===== config.mk =====
export PLATFORM = sky130hd
export DESIGN_NAME = biquad_sequencer_flat
export DESIGN_NICKNAME = d
export VERILOG_FILES = /design/src/rtl/biquad_sequencer_if.sv /design/src/rtl/biquad_sequencer.sv /design/src/flat_wrapper.sv
export SDC_FILE = /design/constraint.sdc
export NUM_CORES = 2
export LEC_CHECK = 0
export CAP_MARGIN = 20
export CORE_MARGIN = 2
export CORE_UTILIZATION = 62
export DETAILED_ROUTE_END_ITERATION = 7
export GPL_ROUTABILITY_DRIVEN = 0
export PLACE_DENSITY = 0.8
export SLEW_MARGIN = 10
export SYNTH_ARGS = -nofsm -noshare
export SYNTH_HDL_FRONTEND = slang
export SYNTH_SLANG_ARGS = --single-unit

===== constraint.sdc =====
create_clock -name clk_144 -period 40.6 [get_ports clk_144]
set_input_delay 12.18 -clock clk_144 [delete_from_list [all_inputs] [get_ports clk_144]]
set_output_delay 12.18 -clock clk_144 [all_outputs]
set_load 0.05 [all_outputs]

===== src/rtl/biquad_sequencer_if.sv =====
// Frame, coefficient-bank and status signals of the time-multiplexed biquad sequencer.
// master = sample source / coefficient bank side, slave = sequencer.
interface biquad_sequencer_if #(
   parameter int unsigned CHANNELS = 2,
   parameter int unsigned DATA_W   = 16,
   parameter int unsigned ACC_W    = 64
);
   logic                         sample_stb;
   logic [CHANNELS*DATA_W-1:0]   sample_in;
   logic [2:0]                   filter;
   logic [2:0]                   coef_bank;
   logic [2:0]                   coef_idx;
   logic [ACC_W-1:0]             coef_data;
   logic [CHANNELS*DATA_W-1:0]   sample_out;
   logic                         out_valid;
   logic                         busy;
   logic                         overrun;

   modport master (
      output sample_stb, sample_in, filter, coef_data,
      input  coef_bank, coef_idx, sample_out, out_valid, busy, overrun
   );

   modport slave (
      input  sample_stb, sample_in, filter, coef_data,
      output coef_bank, coef_idx, sample_out, out_valid, busy, overrun
   );
endinterface


===== src/rtl/biquad_sequencer.sv =====
// Shares one signed MAC across CHANNELS biquads, five terms per channel per sample strobe.
// Optional FLUSH_ON_SWITCH_EN: clear all channel histories when a frame selects a new bank.
module biquad_sequencer #(
   parameter int unsigned CHANNELS = 2,
   parameter int unsigned DATA_W   = 16,
   parameter int unsigned ACC_W    = 64,
   parameter int unsigned SHIFT    = 30
) (
   input  logic                clk_144,
   input  logic                reset,
   biquad_sequencer_if.slave   bus
);
   localparam int unsigned CH_W   = (CHANNELS > 1) ? $clog2(CHANNELS) : 1;
   localparam int unsigned PROD_W = ACC_W + DATA_W;
   localparam logic signed [ACC_W-1:0] SAT_MAX = ACC_W'((64'sd1 <<< (DATA_W - 1)) - 64'sd1);
   localparam logic signed [ACC_W-1:0] SAT_MIN = ~SAT_MAX;

   typedef enum logic [1:0] {IDLE, MAC, WB, DONE} state_t;

   state_t                   state;
   logic [CH_W-1:0]          ch;
   logic signed [ACC_W-1:0]  acc;
   logic signed [DATA_W-1:0] x0 [CHANNELS];
   logic signed [DATA_W-1:0] x1 [CHANNELS];
   logic signed [DATA_W-1:0] x2 [CHANNELS];
   logic signed [DATA_W-1:0] y1 [CHANNELS];
   logic signed [DATA_W-1:0] y2 [CHANNELS];

   logic signed [DATA_W-1:0] op_c;
   logic signed [PROD_W-1:0] prod_c;
   logic signed [ACC_W-1:0]  term_c;
   logic signed [ACC_W-1:0]  sum_c;
   logic signed [DATA_W-1:0] sat_c;

   // Operand select, full-precision product, shift, accumulate and output clamp
   always_comb begin
      op_c = '0;
      case (bus.coef_idx)
         3'd0:    op_c = x0[ch];
         3'd1:    op_c = x1[ch];
         3'd2:    op_c = x2[ch];
         3'd3:    op_c = y1[ch];
         3'd4:    op_c = y2[ch];
         default: op_c = '0;
      endcase
      prod_c = PROD_W'($signed(bus.coef_data)) * PROD_W'(op_c);
      term_c = ACC_W'(prod_c >>> SHIFT);
      sum_c  = acc + term_c;
      if (acc > SAT_MAX)      sat_c = DATA_W'(SAT_MAX);
      else if (acc < SAT_MIN) sat_c = DATA_W'(SAT_MIN);
      else                    sat_c = DATA_W'(acc);
   end

   always_ff @(posedge clk_144) begin
      if (reset) begin
         state          <= IDLE;
         ch             <= '0;
         acc            <= '0;
         bus.coef_bank  <= '0;
         bus.coef_idx   <= '0;
         bus.sample_out <= '0;
         bus.out_valid  <= 1'b0;
         bus.busy       <= 1'b0;
         bus.overrun    <= 1'b0;
         for (int c = 0; c < CHANNELS; c++) begin
            x0[c] <= '0;
            x1[c] <= '0;
            x2[c] <= '0;
            y1[c] <= '0;
            y2[c] <= '0;
         end
      end else begin
         bus.out_valid <= 1'b0;
         if (bus.sample_stb && (state != IDLE)) bus.overrun <= 1'b1;
         case (state)
            IDLE: begin
               if (bus.sample_stb) begin
                  for (int c = 0; c < CHANNELS; c++) begin
                     x0[c] <= bus.sample_in[c*DATA_W +: DATA_W];
`ifdef FLUSH_ON_SWITCH_EN
                     if (bus.filter != bus.coef_bank) begin
                        x1[c] <= '0;
                        x2[c] <= '0;
                        y1[c] <= '0;
                        y2[c] <= '0;
                     end
`endif
                  end
                  bus.coef_bank <= bus.filter;
                  bus.coef_idx  <= '0;
                  bus.busy      <= 1'b1;
                  acc           <= '0;
                  ch            <= '0;
                  state         <= MAC;
               end
            end
            MAC: begin
               acc <= sum_c;
               if (bus.coef_idx == 3'd4) state <= WB;
               else bus.coef_idx <= bus.coef_idx + 3'd1;
            end
            WB: begin
               // y history keeps the clamped value so clipping cannot wind up the recursion
               x2[ch] <= x1[ch];
               x1[ch] <= x0[ch];
               y2[ch] <= y1[ch];
               y1[ch] <= sat_c;
               bus.sample_out[ch*DATA_W +: DATA_W] <= sat_c;
               acc          <= '0;
               bus.coef_idx <= '0;
               if (ch == CH_W'(CHANNELS - 1)) begin
                  state <= DONE;
               end else begin
                  ch    <= ch + CH_W'(1);
                  state <= MAC;
               end
            end
            DONE: begin
               bus.out_valid <= 1'b1;
               bus.busy      <= 1'b0;
               state         <= IDLE;
            end
            default: state <= IDLE;
         endcase
      end
   end
endmodule


===== src/flat_wrapper.sv =====
// flat-port wrapper written by rule: the top's interface ports become plain ports
module biquad_sequencer_flat 
#(
   parameter int unsigned CHANNELS = 2,
   parameter int unsigned DATA_W   = 16,
   parameter int unsigned ACC_W    = 64,
   parameter int unsigned SHIFT    = 30
)
  (clk_144, reset, bus_sample_stb, bus_sample_in, bus_filter, bus_coef_data, bus_coef_bank, bus_coef_idx, bus_sample_out, bus_out_valid, bus_busy, bus_overrun);
  biquad_sequencer_if #(.CHANNELS(CHANNELS), .DATA_W(DATA_W), .ACC_W(ACC_W)) bus_i ();
  input  logic clk_144;
  input  logic reset;
  input wire logic [$bits(bus_i.sample_stb)-1:0] bus_sample_stb;
  input wire logic [$bits(bus_i.sample_in)-1:0] bus_sample_in;
  input wire logic [$bits(bus_i.filter)-1:0] bus_filter;
  input wire logic [$bits(bus_i.coef_data)-1:0] bus_coef_data;
  output wire logic [$bits(bus_i.coef_bank)-1:0] bus_coef_bank;
  output wire logic [$bits(bus_i.coef_idx)-1:0] bus_coef_idx;
  output wire logic [$bits(bus_i.sample_out)-1:0] bus_sample_out;
  output wire logic [$bits(bus_i.out_valid)-1:0] bus_out_valid;
  output wire logic [$bits(bus_i.busy)-1:0] bus_busy;
  output wire logic [$bits(bus_i.overrun)-1:0] bus_overrun;
  assign bus_i.sample_stb = bus_sample_stb;
  assign bus_i.sample_in = bus_sample_in;
  assign bus_i.filter = bus_filter;
  assign bus_i.coef_data = bus_coef_data;
  assign bus_coef_bank = bus_i.coef_bank;
  assign bus_coef_idx = bus_i.coef_idx;
  assign bus_sample_out = bus_i.sample_out;
  assign bus_out_valid = bus_i.out_valid;
  assign bus_busy = bus_i.busy;
  assign bus_overrun = bus_i.overrun;
  biquad_sequencer #(.CHANNELS(CHANNELS), .DATA_W(DATA_W), .ACC_W(ACC_W), .SHIFT(SHIFT)) u_core (.clk_144(clk_144), .reset(reset), .bus(bus_i));
endmodule

# After elaboration in Yosys (flattened, before gate mapping)
# Memories as Yosys holds them, arrays and structs flattened. A register that Yosys moved wholly into a read port is not among the register bits.
# Cells that the tools add are included.
word_totals:
  register_bits: 108
  latchBits: 0
  ram_bits: 160
  mem_bits_ro: 0
  in_bits: 102
  output_inout_bits: 41
  wordCells: 104
  n_memories: 5
memory_table:
  columns: ["name", "depth", "width", "rd", "rd_ports_with_merged_regs", "write_ports", "line_no", "source"]
  rows:
  - ["u_core.x0", 2, 16, 1, 1, 2, "biquad_sequencer.sv:23", "logic signed [DATA_W-1:0] x0 [CHANNELS];"]
  - ["u_core.x1", 2, 16, 1, 1, 2, "biquad_sequencer.sv:24", "logic signed [DATA_W-1:0] x1 [CHANNELS];"]
  - ["u_core.x2", 2, 16, 1, 1, 2, "biquad_sequencer.sv:25", "logic signed [DATA_W-1:0] x2 [CHANNELS];"]
  - ["u_core.y1", 2, 16, 1, 1, 2, "biquad_sequencer.sv:26", "logic signed [DATA_W-1:0] y1 [CHANNELS];"]
  - ["u_core.y2", 2, 16, 1, 1, 2, "biquad_sequencer.sv:27", "logic signed [DATA_W-1:0] y2 [CHANNELS];"]
op_classes:
  addsub: 4
  mul: 1
  div_mod_pow: 0
  order_cmp: 2
  n_eq_ne: 10
  n_shift: 2
  n_mux: 52
  n_bitwise: 2
  reduce_logical: 17
ops:
  columns: ["op", "n"]
  rows:
  - ["one-hot mux 64 bit (3 select lines)", 1]
  - ["2-to-1 mux 16 bit", 8]
  - ["multiplier 64 x 16 -> 80 bit", 1]
  - ["one-hot mux 16 bit (5 select lines)", 1]
  - ["adder 64 x 50 -> 64 bit", 1]
  - ["greater-than comparator 64 x 16 -> 1 bit (second input constant)", 1]
  - ["< comparator 64 x 16 -> 1 bit (second input constant)", 1]
  - ["2-to-1 mux 64 bit", 1]
  - ["OR reduction 16 bit", 4]
  - ["negation 5 -> 34 bit", 1]
  - ["variable shift 16 x 34 -> 32 bit (first input constant)", 1]
  - ["indexed part select 16 x 34 -> 32 bit", 1]
  - ["bitwise mux 32 bit", 1]
  - ["2-to-1 mux 1 bit", 31]
  - ["AND reduction 2 bit", 5]
  - ["one-hot mux 3 bit (3 select lines)", 1]
  - ["one-hot mux 2 bit (4 select lines)", 1]
  - ["== test 3 x 2 -> 1 bit (second input constant)", 2]
  - ["2-to-1 mux 2 bit", 3]
  - ["2-to-1 mux 3 bit", 2]
  - ["nonzero test 2 bit", 3]
  - ["== test 2 bit (second input constant)", 2]
  - ["!= test 2 bit (second input constant)", 2]
  - ["one-hot mux 1 bit (2 select lines)", 2]
  - ["12 further kinds", 13]

# Logic depth before layout (Yosys ltp)
logic_depth:
  ltp_word: 6
  ltp_mapped: 49
  ltp_nobuf: 45

# Worst setup path before layout
# No wires, ideal clock.
synth_timing:
  path_type: "in2reg"
  start: "in bus_coef_data[24]"
  end: "reg u_core.acc[57]"
  setup_ns: 0.127
  arrival_time_ns: 21.028
  required_ns: 40.473
  setup_slack_ns: 19.445
  cell_stages: 36
  path_buffers: 1
  cell_sequence: "clkbuf_1 nand2_1 fa_1 inv_1 fa_1 inv_1 fa_1 inv_1 fa_1 fa_1 inv_1 fa_1 inv_1 ha_1 a21o_1 a21o_1 a221oi_1 nand3_1 nor4_1 nor2_1 a21oi_1 nor3_1 or2_2 xnor2_1 ha_1 nand2_1 or4_1 o41ai_1 a21oi_1 o21ba_2 o21ai_2 a2111oi_2 o41a_1 o32ai_1 a311o_1 o211ai_1"
synth_via:
  elab_chain_len: 3
synth_rtl:
  columns: ["element", "line_no", "source"]
  rows:
  - ["start, declared", "flat_wrapper.sv:16", "input wire logic [$bits(bus_i.coef_data)-1:0] bus_coef_data;"]
  - ["multiplier 64 x 16 -> 80 bit", "biquad_sequencer.sv:46", "prod_c = PROD_W'($signed(bus.coef_data)) * PROD_W'(op_c);"]
  - ["adder 64 x 50 -> 64 bit", "biquad_sequencer.sv:48", "sum_c = acc + term_c;"]
  - ["one-hot mux 64 bit (3 select lines)", "biquad_sequencer.sv:75", "case (state)"]
  - ["end signal, assigned", "biquad_sequencer.sv:98", "acc <= sum_c;"]
  - ["end, declared", "biquad_sequencer.sv:22", "logic signed [ACC_W-1:0] acc;"]
# Every way passes these cells.
# A chain may end at the register's enable or synchronous reset.

# Final worst setup path
layout_timing:
  start: "in bus_coef_data[16]"
  end: "reg u_core.acc[57]"
# Same word-level chain as after synthesis.

==> summary.md <==
| Metric | Value |
|---|---|
| Vias/cell | 5.799 |
| Share of cells above drive strength 1 | 0.02761 |
| Slowest stage cell, crit path | clkdlybuf4s50_1 |
| CTS tree | yes |
| First-pass GRT wire length | 202.1 mm |
| Total negative slack | 0 ns |
| Syn Inst Count | 5315 |
| Hpwl dp | 93.04 mm |
| Max-Slew Margin vs Limit | 0.2697 |
| Routed Antenna Nets | 0 |
| Period utilisation layout | 0.5481 |
| Fillers | 6002 |
| Synth Area in Simple Gates | 0.1602 |
| Dpl ws | 17.92 ns |
| Synth top area share | 0.3924 |
| Detailed-route via count | 36660 |
| YS warnings | 0 |
| Post-synth EDFFs | 160 |
| Crit path kind | input pin to flop |
| Overall Global Routing Usage | 0.3231 |
| Cell mode on critical path | fa_1 |
| Setup Skew | 0.01427 ns |
| Synth Net Count | 6605 |
| Status | finished clean |
| Max frequency | 44.94 MHz |
| Final cell count without fillers | 6321 |
| Synth cell types | 79 |
| Core region area | 75950 µm² |
| Crit end category | flop |
| Synth async-reset ratio | 0 |
| Final Max Slew Viols | 0 |
| Leading area contributor after synthesis | fa_1 |
| Adder-Cell Fraction of Synth Area | 0.4592 |
| Largest family of logic cells by synthesized area | adder cells |
| CTS sink count | 269 |
| Num CTS Buffers | 29 |
| Initial core utilization | 0.6273 |
| Post-Synth XOR/XNOR Area | 0.02022 |
| Row Count | 101 |
| Hold crit path type | flop to flop |
| Largest net degree at the start of global routing | 65 |
| RSZ-0062 raised after global routing | no |
| Worst EP arrival | 22.69 ns |
| Synth Area in Compound Gates | 0.08411 |
| Synth area leaders | fa_1 (39%), edfxtp_1 (10%), inv_1 (9.1%) |
| Area Growth Syn to Fin | 6.573% |
| Post-synthesis mux area share | 0.01817 |
| Clock-pin slew on the worst setup and hold paths | 0.06 ns |
| Yosys reg bits | 269 |
| Vias in the first global route | 39240 |
| Setup Fix Bufs, Post-CTS | 0 |
| Req. time, crit path | 41.03 ns |
| DR pass1 iterations | 7 |
| Seq/Total Area, Yosys | 0.1466 |
| Initial antenna violation count | 6 |
| Congestion Overflow GR | 0 |
| # hold bufs at CTS | 0 |
| Most common cell after layout, fill and taps aside | inv_1 |
| Synth Flop Type | edfxtp_1 |
| Final setup fails | 0 |
| Critical Path Max Stage Delay | 0.92 ns |
| DR iter-0 viols | 3558 |
| Cell Area, Synth | 47640 µm² |
| DR WL/cell | 19.46 µm |
| PortBufs | 142 |
| Root Buffer | clkbuf_16 |
| H-tree levels | 1 |
| Commonest non-fill, non-tap cells in the layout | inv_1 (1147), fa_1 (934), nand2_1 (729) |
| Clock Latency Late Sink | 0.56 ns |
| Maxcap violations | 0 |
| Crit start category | input pin |
| Drc violations | 0 |
| Post-route setup slack | 18.35 ns |
| Avg Cell Area, Syn | 8.964 µm² |
| Die ar. | 79080 µm² |
| NumNets Final | 6555 |
| Placed cell count | 6262 |
| CP Max Fanout | 16 |
| Max clock buf depth | 3 |
| Flop-to-flop setup slack | 27.53 ns |
| Final Critical Period | 22.25 ns |
| Routed WL | 123.0 mm |
| Final hold vios | 0 |
| Die span in x | 281.2 µm |
| Num ports | 143 |
| Tightest Pin Transition | 1.096 ns |
| Die H | 281.2 µm |
| CTS resizes | 0 |
-- path summary, 6_finish.rpt --
path         cells after the start                         to                 startpoint
min reg2reg                      1  u_core.bus.sample_out[19]  u_core.bus.sample_out[19]
max reg2reg                     38             u_core.acc[57]                       flop
max                             33             u_core.acc[57]          bus_coef_data[16]
min                              1  u_core.bus.sample_out[19]  u_core.bus.sample_out[19]
-- worst max-delay path: cells and delay by family --
| family | cells | cell delay, ns |
|---|---|---|
| adders and majority gates | 8 | 3.97 |
| AOI/OAI and AO/OA | 13 | 3.36 |
| buffers and inverters | 3 | 1.02 |
| xor gates and xnor gates | 1 | 0.14 |
| and+or+nand+nor | 8 | 2.01 |
-- cells in the mapped netlist (21+ instances only) --
| cell | instances |
|---|---|
| ha_1 | 254 |
| nand2_1 | 730 |
| inv_1 | 1150 |
| nor4_1 | 21 |
| o21ai_0 | 69 |
| a21oi_1 | 178 |
| clkbuf_1 | 243 |
| xnor2_1 | 73 |
| o22ai_1 | 26 |
| and2_1 | 381 |
| xor2_1 | 37 |
| o21bai_1 | 25 |
| a22oi_1 | 36 |
| fa_1 | 934 |
| edfxtp_1 | 160 |
| nand4_1 | 56 |
| nor3_1 | 22 |
| nor2_1 | 314 |
| nand3_1 | 29 |
| a21o_1 | 120 |
| dfxtp_1 | 109 |
| mux2i_1 | 76 |
-- cell families after synthesis --
logic type | count (synthesis)
simple gates | 1644
buf+inv | 1413
fa+ha+maj | 1188
compound gates | 606
flops | 269
xor+xnor | 110
mux | 85
-- state kept, by name, indices dropped and copies added (netlist names), 2 cells and up, named ones only --
name	count
u_core.bus.coef_idx	3
u_core.x0	32
u_core.state	2
u_core.x2	32
u_core.x1	32
u_core.bus.sample_out	32
u_core.acc	64
u_core.bus.coef_bank	3
u_core.y1	32
u_core.y2	32
-- metrics by stage --
step                cell area (µm²)  utilization  hold WS [ns]
finish                        50780       0.6686        0.4522
global route                  50770       0.6685        0.4731
CTS                           50730       0.6680        0.4541
detailed placement            49740       0.6549        0.4441
global placement              49740       0.6549        0.4332
floorplan                     47640            -        0.4637
-- routing by layer --
metal	global-route usage	up-vias	wire, µm	share of wire
met5	0	-	16	0.00013
met4	0.1240	2	5127	0.042
met3	0.04348	379	9944	0.081
met2	0.5523	1654	60950	0.50
met1	0.4202	18470	46970	0.38
li1	-	16150	-	-
-- layout make-up --
type / instances / area (µm²) / share of cell area
clock inverter: 19 / 227.7 / 0.004485
tap: 1030 / 1289 / 0.02538
inverter: 1151 / 4320 / 0.08509
multi-input combinational: 3633 / 35440 / 0.6980
sequential: 269 / 6990 / 0.1377
antenna: 3 / 7.507 / 0.0001478
timing repair buffer: 181 / 1729 / 0.03405
clock buffer: 35 / 768.2 / 0.01513
Power is left out: the tool's default activity adds up to more than one toggle a clock period on the data nets, which glitch-free logic cannot reach.
